**src/rtl/tlc_pkg.sv**
```systemverilog
// Shared timing constants for the traffic-light controller slice.
// Used by the input-conditioning stage now and by the FSM/top level later.
package tlc_pkg;

    localparam int unsigned TS_TICKS_DEF   = 3;
    localparam int unsigned TL_TICKS_DEF   = 8;
    localparam int unsigned PRESCALE_SIM   = 2;
    localparam int unsigned PRESCALE_BOARD = 50_000_000;  // 1 s ticks at 50 MHz
    localparam int unsigned DEB_CYCLES_DEF = 4;

    localparam int unsigned CNT_W_DEF = 8;
    localparam int unsigned PRE_W_DEF = 26;
    localparam int unsigned DEB_W_DEF = 8;

    typedef struct packed {
        logic ts;
        logic tl;
    } timer_flags_t;

endpackage

```
**src/rtl/car_debounce.sv**
```systemverilog
// Two-flop synchroniser followed by a stable-sample debounce counter.
// dout follows the synchronised input only after DEB_CYCLES consecutive differing samples.
module car_debounce
    import tlc_pkg::*;
#(
    parameter int unsigned DEB_CYCLES = DEB_CYCLES_DEF,
    parameter int unsigned DEB_W      = DEB_W_DEF
) (
    input  logic clk,
    input  logic reset,
    input  logic din,
    output logic dout
);

    localparam logic [DEB_W-1:0] DEB_LAST = DEB_W'(DEB_CYCLES - 1);

    logic             sync1_q, sync1_d;
    logic             sync2_q, sync2_d;
    logic [DEB_W-1:0] deb_cnt_q, deb_cnt_d;
    logic             c_q, c_d;

    always_comb begin
        sync1_d   = din;
        sync2_d   = sync1_q;
        deb_cnt_d = deb_cnt_q;
        c_d       = c_q;
        // Any return to the current output level discards a partial count.
        if (sync2_q == c_q) begin
            deb_cnt_d = '0;
        end else if (deb_cnt_q == DEB_LAST) begin
            c_d       = sync2_q;
            deb_cnt_d = '0;
        end else begin
            deb_cnt_d = deb_cnt_q + DEB_W'(1);
        end
    end

    always_ff @(posedge clk) begin
        if (reset) begin
            sync1_q   <= 1'b0;
            sync2_q   <= 1'b0;
            deb_cnt_q <= '0;
            c_q       <= 1'b0;
        end else begin
            sync1_q   <= sync1_d;
            sync2_q   <= sync2_d;
            deb_cnt_q <= deb_cnt_d;
            c_q       <= c_d;
        end
    end

    assign dout = c_q;

endmodule

```
**src/rtl/tlc_timer_sense.sv**
```systemverilog
// Timer and car-sensor conditioning for the traffic-light FSM.
// TS/TL decode a restartable, saturating prescaled tick count; C is the debounced sensor.
module tlc_timer_sense
    import tlc_pkg::*;
#(
    parameter int unsigned PRESCALE   = PRESCALE_SIM,
    parameter int unsigned TS_TICKS   = TS_TICKS_DEF,
    parameter int unsigned TL_TICKS   = TL_TICKS_DEF,
    parameter int unsigned CNT_W      = CNT_W_DEF,
    parameter int unsigned PRE_W      = PRE_W_DEF,
    parameter int unsigned DEB_CYCLES = DEB_CYCLES_DEF,
    parameter int unsigned DEB_W      = DEB_W_DEF
) (
    input  logic clk,
    input  logic reset,
    input  logic ST,
    input  logic C_in,
    output logic TS,
    output logic TL,
    output logic C
);

    localparam logic [PRE_W-1:0] PRE_LAST = PRE_W'(PRESCALE - 1);
    localparam logic [CNT_W-1:0] TS_CNT   = CNT_W'(TS_TICKS);
    localparam logic [CNT_W-1:0] TL_CNT   = CNT_W'(TL_TICKS);

    logic [PRE_W-1:0] pre_cnt_q, pre_cnt_d;
    logic [CNT_W-1:0] tick_cnt_q, tick_cnt_d;
    timer_flags_t     flags;

    always_comb begin
        pre_cnt_d  = pre_cnt_q + PRE_W'(1);
        tick_cnt_d = tick_cnt_q;
        if (ST) begin
            pre_cnt_d  = '0;
            tick_cnt_d = '0;
        end else if (pre_cnt_q == PRE_LAST) begin
            pre_cnt_d = '0;
            // Saturate at TL so the outputs hold until the next restart.
            if (tick_cnt_q != TL_CNT) begin
                tick_cnt_d = tick_cnt_q + CNT_W'(1);
            end
        end
    end

    always_ff @(posedge clk) begin
        if (reset) begin
            pre_cnt_q  <= '0;
            tick_cnt_q <= '0;
        end else begin
            pre_cnt_q  <= pre_cnt_d;
            tick_cnt_q <= tick_cnt_d;
        end
    end

    always_comb begin
        flags.ts = (tick_cnt_q >= TS_CNT);
        flags.tl = (tick_cnt_q >= TL_CNT);
    end

    assign TS = flags.ts;
    assign TL = flags.tl;

    car_debounce #(
        .DEB_CYCLES(DEB_CYCLES),
        .DEB_W     (DEB_W)
    ) u_car_debounce (
        .clk  (clk),
        .reset(reset),
        .din  (C_in),
        .dout (C)
    );

endmodule

```
**config.mk**
```make
export PLATFORM = sky130hd
export DESIGN_NAME = tlc_timer_sense
export DESIGN_NICKNAME = d
export VERILOG_FILES = /design/src/rtl/tlc_pkg.sv /design/src/rtl/car_debounce.sv /design/src/rtl/tlc_timer_sense.sv
export SDC_FILE = /design/constraint.sdc
export NUM_CORES = 1
export LEC_CHECK = 0
export CORE_UTILIZATION = 45
export CTS_CLUSTER_SIZE = 25
export DETAILED_ROUTE_END_ITERATION = 7
export PLACE_DENSITY = 0.74
export SYNTH_ARGS = -nofsm -noshare
export SYNTH_HDL_FRONTEND = slang
export SYNTH_SLANG_ARGS = --single-unit
```
**constraint.sdc**
```tcl
create_clock -name clk -period 1.75 [get_ports clk]
set_input_delay 0.35 -clock clk [delete_from_list [all_inputs] [get_ports clk]]
set_output_delay 0.35 -clock clk [all_outputs]
set_load 0.01 [all_outputs]
```
# == After elaboration in Yosys (flattened, before gate mapping) ==
# Cells that the tools add are included.
# word_totals
wordCells,21
input_bits,4
reg_bits,45
out_inout_bits,3
# op_classes
n_bitwise,1
magnitude_cmp,2
eq_ne,4
n_addsub,3
n_reduce_logical,5
# ops
operator,count
adder 26 x 1 -> 26 bit (second input constant),1
== test 26 x 1 -> 1 bit (second input constant),1
adder 8 x 1 -> 8 bit (second input constant),2
== test 8 x 2 -> 1 bit (second input constant),1
greater-or-equal comparator 8 x 2 -> 1 bit (second input constant),1
greater-or-equal comparator 8 x 4 -> 1 bit (second input constant),1
!= test 8 x 4 -> 1 bit (second input constant),1
OR reduction 3 bit,2
AND reduction 2 bit,2
OR reduction 2 bit,1
== test 1 bit,1
NOT 1 bit,1

# == Depth between registers and ports, before layout ==
# Gate-level depths: netlist of the first run.
# depth
word_depth,3
depth_mapped,7
depth_no_buf,6

# == Hierarchy ==
# From an unflattened synthesis of the first run, not the netlist that was laid out.
# unflattened
cells_unflattened,246
hier_area_um2,2125.8
# modules_own_cells
mod,cells_each,instances,area_each_um2,seq_area_each_um2
tlc_timer_sense,197,1,1685.4,680.7
car_debounce,49,1,440.4,220.2

# == Worst setup path after synthesis of the first run ==
# Ideal clock, no wire load.
# synth_timing
path_kind,reg-to-reg
start,register pre_cnt_q[0]
end,register tick_cnt_q[5]
path_buffers,1
required_ns,1.615
path_stages_with_launch,7
slack_ns,0.048
t_arrival_ns,1.566
synth_period_minus_slack_ns,1.702
setup_ns,0.135
cell_sequence,dfxtp_1 ha_1 nor4b_1 nand4_1 buf_2 o311ai_0 o41ai_1
# synth_via
elab_chain_len,2
# synth_lines
item,line,text
"start, declared",tlc_timer_sense.sv:27,"logic [PRE_W-1:0] pre_cnt_q, pre_cnt_d;"
"start signal, assigned",tlc_timer_sense.sv:51,pre_cnt_q <= pre_cnt_d;
== test 26 x 1 -> 1 bit,tlc_timer_sense.sv:37,end else if (pre_cnt_q == PRE_LAST) begin
AND reduction 2 bit (no line),-,
"end signal, assigned",tlc_timer_sense.sv:52,tick_cnt_q <= tick_cnt_d;
"end, declared",tlc_timer_sense.sv:28,"logic [CNT_W-1:0] tick_cnt_q, tick_cnt_d;"
# Every way passes these cells.
# A chain may end at the register's enable or synchronous reset.

# == Final worst setup path of the first run ==
# layout_timing
start,register pre_cnt_q[22]
end,register pre_cnt_q[18]
# layout_via
elab_chain_len,2
# layout_lines
item,line
== test 26 x 1 -> 1 bit,tlc_timer_sense.sv:37
OR reduction 3 bit (no line),-
# Every way passes these cells.

==> results of run 1 <==
## sequential cells by signal (all words and copies together), names as in the netlist
signal                    flops
u_car_debounce.deb_cnt_q      8
pre_cnt_q                    26
tick_cnt_q                    8
u_car_debounce.sync1_q        1
u_car_debounce.dout           1
u_car_debounce.sync2_q        1
## power breakdown
group	internal, uW	switching (uW)	leakage (uW)	total [uW]
clock network	436	394	0.0000591	830
registers	1030	4.26	0.000366	1030
logic	66.7	64.9	0.000627	132
## Yosys cell counts (all sizes together)
master | n | share of area
dfxtp | 45 | 0.42
nor2 | 27 | 0.048
nand3 | 17 | 0.048
a21oi | 14 | 0.035
nand2 | 12 | 0.021
or3 | 12 | 0.035
xor2 | 12 | 0.049
o31ai | 9 | 0.032
or4 | 9 | 0.033
nand4 | 8 | 0.023
and3 | 7 | 0.021
buf | 7 | 0.025
xnor2 | 7 | 0.029
nor4 | 6 | 0.021
o21ai | 6 | 0.016
and4 | 5 | 0.021
ha | 5 | 0.029
inv | 5 | 0.0088
o311ai | 5 | 0.021
o41ai | 5 | 0.021
clkbuf | 2 | 0.0041
mux2i | 2 | 0.0094
nor2b | 2 | 0.0059
nor3 | 2 | 0.0047
and2 | 1 | 0.0029
and4b | 1 | 0.0047
nand2b | 1 | 0.0029
nor4b | 1 | 0.0041
or2 | 1 | 0.0029
## per-stage QoR
stage	instance area, sq um	std cells	util	power, uW	setup TNS, ns
5_1_grt	2930	340	0.660	2040	-5.77
2_1_floorplan	2130	236	-	1090	0
3_5_place_dp	2490	323	0.561	1130	-0.340
6_report	2930	340	0.660	2000	-1.75
4_1_cts	2660	333	0.599	1950	-0.0994
3_3_place_gp	2490	323	0.561	1130	-0.179
## worst paths after layout
path              slack [ns]                                 to                         startpoint
setup / recovery       -0.09           pre_cnt_q[18]$_SDFF_PP0_           pre_cnt_q[22]$_SDFF_PP0_
hold / removal          0.47  u_car_debounce.sync2_q$_SDFF_PP0_  u_car_debounce.sync1_q$_SDFF_PP0_
setup reg to reg       -0.09           pre_cnt_q[18]$_SDFF_PP0_           pre_cnt_q[22]$_SDFF_PP0_
hold reg to reg         0.47  u_car_debounce.sync2_q$_SDFF_PP0_  u_car_debounce.sync1_q$_SDFF_PP0_
## critical path, stage by stage (launching register included)
cell and delay [ns]:
dfxtp_1 0.33, nor4_1 0.36, nand4_1 0.21, buf_6 0.19, buf_6 0.12, o21ai_4 0.25
clkbuf_16 0.23, a21oi_1 0.04
## area by class of cell
| class | count | area [sq um] | area share |
|---|---|---|---|
| clock buffers | 5 | 68.8 | 0.0235 |
| clock inverters | 3 | 47.5 | 0.0162 |
| inverters | 5 | 18.8 | 0.00640 |
| multi-input cells | 177 | 1360 | 0.462 |
| flip-flops and latches | 45 | 908 | 0.310 |
| well taps | 52 | 65.1 | 0.0222 |
| repair buffers | 53 | 469 | 0.160 |
## cell families (layout without fill, tap and decap cells)
group / count (synthesis) / count (layout) / share of synthesized area
compound gates: 39 / 39 / 0.123
xor+xnor: 19 / 19 / 0.0781
fa+ha+maj: 5 / 5 / 0.0293
buf+inv: 14 / 66 / 0.0381
flops: 45 / 45 / 0.423
mux: 2 / 2 / 0.00939
simple gates: 112 / 112 / 0.299
## what timing repair did
| item | in CTS | in global routing |
|---|---|---|
| gates resized for setup | 14 | 51 |
| gates cloned | 0 | 4 |
| hold endpoints to repair | 0 | 0 |
| setup buffers | 2 | 3 |
| endpoints found under the setup margin | 12 | 32 |
| hold buffers | 0 | 0 |
| pin swaps | 1 | 17 |
## layer usage
layer  vias to the layer above  wire, um  share of wire  global-route usage
li1                        988         -              -                   -
met1                       967      2320           0.42               0.238
met2                        52      2760           0.51               0.353
met3                        18       235          0.043              0.0470
met4                         0       149          0.027              0.0622
met5                         -         0              0                   0
==> results.yml, run 1 <==
outcome:
  status: "complete, but fails checks"
  violations: "setup timing"
synth:
  syn_avg_cell_area_sq_um: 9.03
  yosysWarningCount: 0
  synth.ff_latch_count: 45
  synth-seq-area-share: 0.423
  ys_types: 38
  synthCells: 236
  syn-cell-area_sq_um: 2130
  syn_nets: 245
run:
  drv_cap: 0
layout:
  nFillCells: 322
  mostFrequentLayoutCells: "40 x buf_4, 39 x dfxtp_1, 16 x nor2_1, 14 x nand3_1"
  final_common_cell: "buf_4"
  syn_to_final_growth_pct: 37.6
  drive_above_1_share: 0.351
  fin_nets: 296
  n_antenna_cell: 0
floorplanning:
  io_pins: 7
  start_util: 0.480
  die_h_um: 70.8
  rows: 24
  die_w_um: 70.8
  die_area_sq_um: 5020
  core_sq_um: 4440
setup_path:
  crit_arrival_ns: 2.03
  worstSetupStartpointType: "register"
  cp_max_fo: 7
  criticalPathCategory: "register to register"
  required_ns: 1.94
  crit_path_end_kind: "register"
  reg2reg_depth: 7
routing:
  drc_errors: 0
  routedWlPerCell_um: 16.1
  wl_um: 5470
  dr.pass1.iters: 4
  antenna_left: 0
  drt_iter0_markers: 124
  vias: 2025
  vias_per_cell: 5.96
timing:
  finalSetupViolations: 31
  max_freq_mhz: 543
  worst_slack_ns: -0.0908
  post-route-min-period_ns: 1.84
  hold_viol_final: 0
  rsz0062_at_grt: "true"
  period_share: 1.05
  skew_ns: 0.0110
  worstMarginPinSlew_ns: 0.352
  timing.hold.ws_ns: 0.465
  slew_headroom: 0.763
  maxSlewViolCount: 0
pwr:
  cellLeakagePower_uw: 0.00105
  max-vdd-ir-drop_v: 0.000379
  power-per-cell-area_nw_per_um2: 680
grt:
  grt_pass1_wl_um: 7960
  grtUsageTotal: 0.199
  grt_overflow_total: 0
  antenna_found_initial: 0
  grt_pass1_vias: 1844
  grt_max_degree: 27
place:
  routabilityCongestion: 0.767
  port_buffers: 6
  dp_hpwl_um: 3110
  dp_slack_ns: -0.185
cts:
  clockBufferDepth: 2
  worstSkewPairLatency_ns: 0.30
  cts-htree-levels: 2
  cts_tree: "done"
  root_buffer: "clkbuf_8"
  cts_buffers: 5
  cts.sinks: 45
  cts.clk_slew.worst_paths_ns: 0.10
worst_hold_path:
  hold_depth: 1
  hp-class: "register to register"
Power figures use the tool's default switching activity.
==> run 2, diff against run 1 <==
--- a/config.mk
+++ b/config.mk
@@ -8,7 +8,8 @@
 export CORE_UTILIZATION = 45
 export CTS_CLUSTER_SIZE = 25
 export DETAILED_ROUTE_END_ITERATION = 7
-export PLACE_DENSITY = 0.74
+export DONT_BUFFER_PORTS = 1
+export PLACE_DENSITY = 0.72
 export SYNTH_ARGS = -nofsm -noshare
 export SYNTH_HDL_FRONTEND = slang
 export SYNTH_SLANG_ARGS = --single-unit
==> results.yml, run 2 (synthesized netlist as in run 1, its figures left out) <==
place:
  dp_hpwl_um: 2920
  routabilityCongestion: 0.812
  place_inst: 308
  placed_area_sq_um: 2360
  port_buffers: 0
grt:
  grt_pass1_wl_um: 8170
  antenna_found_initial: 0
  grtUsageTotal: 0.204
  grt_pass1_vias: 1761
  grt_overflow_total: 0
  grt_max_degree: 27
routing:
  drt_iter0_markers: 90
  antenna_left: 0
  vias: 1866
  vias_per_cell: 5.81
  wl_um: 4760
  routedWlPerCell_um: 14.8
  dr.pass1.iters: 4
  drc_errors: 0
timing:
  rsz0062_at_grt: "true"
  skew_ns: 0.00451
  slew_headroom: 0.546
  timing.hold.ws_ns: 0.108
  post-route-min-period_ns: 1.79
  max_freq_mhz: 558
  hold_viol_final: 0
  worstMarginPinSlew_ns: 0.678
  worst_slack_ns: -0.0416
  finalSetupViolations: 5
  period_share: 1.02
  maxSlewViolCount: 0
cts:
  cts-htree-levels: 2
  postCtsHoldBufs: 0
  clockBufferDepth: 2
  cts.sinks: 45
  cts_buffers: 5
  root_buffer: "clkbuf_8"
  cts.clk_slew.worst_paths_ns: 0.09
  worstSkewPairLatency_ns: 0.30
  cts_tree: "done"
setup_path:
  cp_max_fo: 8
  criticalPathCategory: "register to register"
  required_ns: 1.99
  ff2ff_setup_slack_ns: -0.04
  crit_path_end_kind: "register"
  worstSetupStartpointType: "register"
  crit_arrival_ns: 2.03
floorplanning:
  die_w_um: 70.8
  io_pins: 7
  die_area_sq_um: 5020
  core_sq_um: 4440
  start_util: 0.480
  rows: 24
  die_h_um: 70.8
pwr:
  max-vdd-ir-drop_v: 0.000512
  power-per-cell-area_nw_per_um2: 710
  cellLeakagePower_uw: 0.000952
layout:
  fin_area_sq_um: 2680
  top_register: "pre_cnt_q"
  n_antenna_cell: 0
  syn_to_final_growth_pct: 25.8
  final_cells: 321
  largest_register_ffs: 26
  drive_above_1_share: 0.275
  multi_input_area_sq_um: 1290
  nFillCells: 359
  fin_nets: 277
  final_common_cell: "dfxtp_1"
  top_regs: "pre_cnt_q (26), tick_cnt_q (8), u_car_debounce.deb_cnt_q (8)"
  mostFrequentLayoutCells: "40 x dfxtp_1, 29 x buf_4, 27 x nor2_1, 14 x nand3_1"
  seq_area_sq_um: 907
outcome:
  status: "complete, but fails checks"
  violations: "setup timing"
run:
  drv_cap: 0
worst_hold_path:
  hp-class: "input pin to register"
-- run 2: layout make-up --
type                    count  area share
flip-flops and latches     45       0.338
inverters                   5     0.00700
well taps                  52      0.0243
clock inverters             3      0.0173
multi-input cells         177       0.482
clock buffers               5      0.0257
repair buffers             34       0.105
-- run 2: report_power, final --
part	internal, uW	leakage [uW]	switching (uW)
Sequential	1030	0.000365	4.96
Clock	427	0.0000543	371
Combinational	31.6	0.000532	39.0
Total	1490	0.000952	415
-- run 2: worst max-delay path, cell delays in order, from the launching register on --
cell     delay [ns]
dfxtp_2        0.34
nor4_4         0.28
buf_4          0.15
nand4_1        0.20
buf_6          0.22
or4_4          0.42
a21oi_2        0.14
-- run 2: path summary, 6_finish.rpt --
path | startpoint | cells after the start | to
setup / recovery | pre_cnt_q[17]$_SDFF_PP0_ | 6 | tick_cnt_q[0]$_SDFFE_PP0P_
hold / removal | reset | 1 | u_car_debounce.sync2_q$_SDFF_PP0_
setup reg to reg | pre_cnt_q[17]$_SDFF_PP0_ | 6 | tick_cnt_q[0]$_SDFFE_PP0P_
hold reg to reg | u_car_debounce.sync1_q$_SDFF_PP0_ | 1 | u_car_debounce.sync2_q$_SDFF_PP0_
-- run 2: metal layers --
metal  GRT usage  vias to the layer above  share of wire
met1       0.267                      896           0.48
met4      0.0867                        0          0.020
met5           0                        -              0
li1            -                      938              -
met3      0.0370                       10          0.024
met2       0.332                       22           0.47
-- run 2: timing repair --
action                                  4_1_cts  5_1_grt
endpoints found under the setup margin        6       36
setup buffers                                 2        2
resized for setup                            13       26
pin swaps                                     5        7
cloned                                        1        0
-- run 2: through the flow --
stage / utilization / setup slack (ns) / total power (uW) / setup TNS [ns]
6_report: 0.604 / -0.0416 / 1900 / -0.0869
3_5_place_dp: 0.532 / -0.0840 / 1110 / -0.0880
4_1_cts: 0.576 / -0.000618 / 1910 / -0.000618
3_3_place_gp: 0.532 / -0.0103 / 1110 / -0.0103
2_1_floorplan: - / 0.0485 / 1090 / 0
5_1_grt: 0.604 / -0.103 / 1970 / -1.30
